File: src/rtl/dmem_arbiter.sv
// Round-robin arbiter sharing the single-port data memory between the CPU MEM stage
// and the host/debug port; one access at a time with a registered one-cycle ack.
module dmem_arbiter #(
  parameter int ADDR_W = 10,
  parameter int DATA_W = 32
) (
  input  logic              clk,
  input  logic              reset,
  input  logic              cpu_req,
  input  logic              cpu_we,
  input  logic [ADDR_W-1:0] cpu_addr,
  input  logic [DATA_W-1:0] cpu_wdata,
  output logic              cpu_ack,
  output logic [DATA_W-1:0] cpu_rdata,
  input  logic              host_req,
  input  logic              host_we,
  input  logic [ADDR_W-1:0] host_addr,
  input  logic [DATA_W-1:0] host_wdata,
  output logic              host_ack,
  output logic [DATA_W-1:0] host_rdata,
  output logic              mem_write,
  output logic              mem_read,
  output logic [ADDR_W-1:0] mem_addr,
  output logic [DATA_W-1:0] mem_wdata,
  input  logic [DATA_W-1:0] mem_rdata,
  output logic              busy
);

  typedef enum logic [1:0] {IDLE, ACCESS, RESP} state_t;

  state_t            state;
  logic              owner_host;
  logic              last_host;
  logic              grant;
  logic              grant_host;
  logic              sel_we;
  logic [ADDR_W-1:0] sel_addr;
  logic [DATA_W-1:0] sel_wdata;

  // In RESP only the non-owner can be granted, which gives back-to-back alternation.
  always_comb begin
    grant      = 1'b0;
    grant_host = 1'b0;
    case (state)
      IDLE: begin
        grant      = cpu_req | host_req;
        grant_host = host_req & (~cpu_req | ~last_host);
      end
      RESP: begin
        grant      = owner_host ? cpu_req : host_req;
        grant_host = ~owner_host;
      end
      default: begin
        grant      = 1'b0;
        grant_host = 1'b0;
      end
    endcase
  end

  assign sel_we    = grant_host ? host_we    : cpu_we;
  assign sel_addr  = grant_host ? host_addr  : cpu_addr;
  assign sel_wdata = grant_host ? host_wdata : cpu_wdata;

  assign busy = (state != IDLE);

  always_ff @(posedge clk) begin
    if (!reset) begin
      state      <= IDLE;
      owner_host <= 1'b0;
      last_host  <= 1'b1;
      cpu_ack    <= 1'b0;
      host_ack   <= 1'b0;
      mem_write  <= 1'b0;
      mem_read   <= 1'b0;
      mem_addr   <= '0;
      mem_wdata  <= '0;
      cpu_rdata  <= '0;
      host_rdata <= '0;
    end else begin
      cpu_ack   <= 1'b0;
      host_ack  <= 1'b0;
      mem_write <= 1'b0;
      mem_read  <= 1'b0;
      case (state)
        IDLE, RESP: begin
          if (grant) begin
            mem_addr   <= sel_addr;
            mem_wdata  <= sel_wdata;
            mem_write  <= sel_we;
            mem_read   <= ~sel_we;
            owner_host <= grant_host;
            state      <= ACCESS;
          end else begin
            state <= IDLE;
          end
        end
        ACCESS: begin
          // mem_write still holds the access direction during this cycle.
          if (!mem_write) begin
            if (owner_host) host_rdata <= mem_rdata;
            else            cpu_rdata  <= mem_rdata;
          end
          if (owner_host) host_ack <= 1'b1;
          else            cpu_ack  <= 1'b1;
          last_host <= owner_host;
          state     <= RESP;
        end
        default: state <= IDLE;
      endcase
    end
  end

endmodule

File: config.mk
export PLATFORM = sky130hd
export DESIGN_NAME = dmem_arbiter
export DESIGN_NICKNAME = d
export VERILOG_FILES = /design/src/rtl/dmem_arbiter.sv
export SDC_FILE = /design/constraint.sdc
export NUM_CORES = 1
export LEC_CHECK = 0
export CAP_MARGIN = 20
export CORE_MARGIN = 3
export CORE_UTILIZATION = 40
export DETAILED_ROUTE_END_ITERATION = 6
export DONT_BUFFER_PORTS = 1
export HOLD_SLACK_MARGIN = 0.06
export PLACE_DENSITY = 0.6
export SETUP_SLACK_MARGIN = 0.02
export SYNTH_ARGS = -nofsm -noshare
export SYNTH_HDL_FRONTEND = slang
export SYNTH_SLANG_ARGS = --single-unit
File: constraint.sdc
create_clock -name clk -period 1.8 [get_ports clk]
set_clock_uncertainty 0.15 [all_clocks]
set_input_delay 0.18 -clock clk [delete_from_list [all_inputs] [get_ports clk]]
set_output_delay 0.18 -clock clk [all_outputs]
set_load 0.01 [all_outputs]
==> results.cfg <==
[cts]
cts_max_level = 4
cts_root_buf = clkbuf_16
insertion_delay_ps = 400
cts.path.max_buffers = 2
cts_buffers = 17
cts_tree = built
postCtsSetupRepairBufs = 0
clk_pin_slew_ps = 50
cts.sinks = 114

[global_routing]
grt_pass1_wl_um = 23000
grt_pass1_vias = 4557
antenna_found_initial = 0
grt_max_degree = 65
grt-ovfl-total = 0
track_usage_pct = 22.7

[power_and_ir_drop]
p_comb_share_pct = 13.7
sw_frac_of_total_pct = 26.6
clkPwrFrac_pct = 43.9
p_int_mw = 5.08
pwr-share-seq_pct = 42.4
p_switching_mw = 1.84
powerDensity_nw_per_um2 = 1080
power_leakage_nw = 2.30
peakVddDrop_mv = 0.645

[sta]
tns_ps = 0
post-route-min-period_ps = 1660
tightest_slew_ps = 293
fmax_mhz = 603
max-slew-margin-rel_pct = 80.5
fin_hold_ws_ps = 139
post-route-period-util_pct = 92.1
fin_ws_ps = 143
drv_slew = 0
rsz0062_at_grt = false
setup_viol_count_final = 0
hold_viol_final = 0

[die]
num_rows = 38
coreArea_sq_um = 10900
ios = 233
start_util_pct = 41.2
die_y_um = 112
die_w_um = 112
die_area_sq_um = 12600

[placed_design]
dpl.hpwl_um = 8700
place_ws_ps = 115
io_buffers = 0
place_congestion = 0.801
numPlacedInstances = 666

[routing]
dr_wl_met3_um = 1650
drt_iter0_drc = 553
highest_layer = met4
wl_met1_um = 5390
num_vias = 4600
wl_per_cell_um = 18.0
wl_um = 14700
via_per_inst = 5.62
drtPass1Iterations = 7
drc = 12
dr_wl_met2_um = 7340
ant_nets = 0

[setup_path]
worstSetupPathType = register to output pin
crit_required_ps = 1470
rrSetupSlack_ps = 150
cp_data_arrival_time_ps = 1330
crit_path_max_fanout = 9
critical_path.endpoint_type = output pin
critPathLaunchType = register

[synthesis]
yosys_warnings = 0
yosysTopAreaCellShare_pct = 50.6
synth-compound-area-share_pct = 23.9
synth_top_area_cell = dfxtp_1
synthAdderAreaFrac_pct = 0
synth_xor_xnor_area_share_pct = 0
synthesis.nets = 681
synth_cells = 559
ys_seq_area_share_pct = 50.6
synth_mux_area_share_pct = 0
avgSynthCellArea_sq_um = 8.06
ys_top_cells_by_area = dfxtp_1, nand2_1, o21ai_0
synth_cell_type_count = 30
synth-seq-cells = 114
syn-cell-area_sq_um = 4510
synth-simple-area-share_pct = 18.7
synth_top_family_by_area = compound AO/OA/AOI/OAI gates

[cells_and_area]
drive_gt1_share_pct = 9.59
num_antenna_cells = 0
final_common_cell = nand2_1
final_cell_mix = nand2_1, dlygate4sd3_1, dfxtp_1
num-nets-final = 787
instances_no_fill = 818
syn_to_final_growth_pct = 42.1

[worst_hold_path]
hold_class = input pin to register

[run]
maxCapViolations = 0

[status]
status = finished, violations left
violations = DRC
==> cell families after synthesis <==
kind of cell           Yosys count
flip-flops                     114
AND/OR/NAND/NOR                192
buffers and inverters           56
AO/OA/AOI/OAI                  197
==> worst paths after layout <==
check                  from       endpoint  depth (start not counted)
hold reg to reg   last_host      last_host                          2
hold / removal      cpu_req    mem_addr[3]                          3
setup reg to reg   state[1]  mem_wdata[31]                          5
setup / recovery   state[0]           busy                          2
==> state kept, by name, indices dropped and copies added, names as in the netlist <==
register,cells
mem_read,1
mem_addr,10
last_host,1
cpu_ack,1
host_ack,1
host_rdata,32
mem_write,1
cpu_rdata,32
owner_host,1
mem_wdata,32
state,2
==> per-layer routing <==
layer  GRT usage [%]  vias to the layer above
li1                -                     2149
met4            9.70                        0
met3            8.36                       37
met1            26.1                     2092
met2            38.0                      322
met5               0                        -
==> power by group through the flow <==
stage	Sequential, mW	Clock (mW)	Combinational (mW)
6_report	2.94	3.04	0.945
3_5_place_dp	2.98	0	0.686
5_1_grt	2.95	3.22	1.04
2_1_floorplan	2.93	0	0.550
3_3_place_gp	2.98	0	0.658
4_1_cts	2.93	3.11	0.919
==> cell type report <==
type / instances / area, sq um
inverter: 3 / 11.3
multi-input combinational: 389 / 1920
clock inverter: 9 / 55.1
timing repair buffer: 140 / 1460
sequential: 114 / 2280
tap: 140 / 175
fill: 922 / 4530
clock buffer: 23 / 498
==> through the flow <==
step	util [%]	area (sq um)	total power, mW
3_3_place_gp	42.4	4640	3.64
6_report	58.6	6410	6.92
4_1_cts	58.6	6400	6.96
2_1_floorplan	-	4510	3.48
3_5_place_dp	42.4	4640	3.67
5_1_grt	58.6	6410	7.22
==> Yosys cell counts, drive strengths merged <==
cell    count
nand2     131
dfxtp     114
o21ai      86
a21oi      66
nand3      46
a31oi      42
buf        27
clkbuf     26
nand2b      4
inv         3
nor2        3
and2        2
nor3        2
a21boi      1
and3        1
and3b       1
o21a        1
o221a       1
or2         1
or3         1
==> critical path, cell delays in order, from the launching register on <==
cell and delay (ps):
dfxtp_1 380, buf_4 200, or2_2 340
==> what timing repair did <==
action                     CTS  global route
setup endpoints to repair    0            19
resized for setup            0             3
hold endpoints to repair   114             0
hold buffers               120             0
Power figures use the tool's default switching activity.
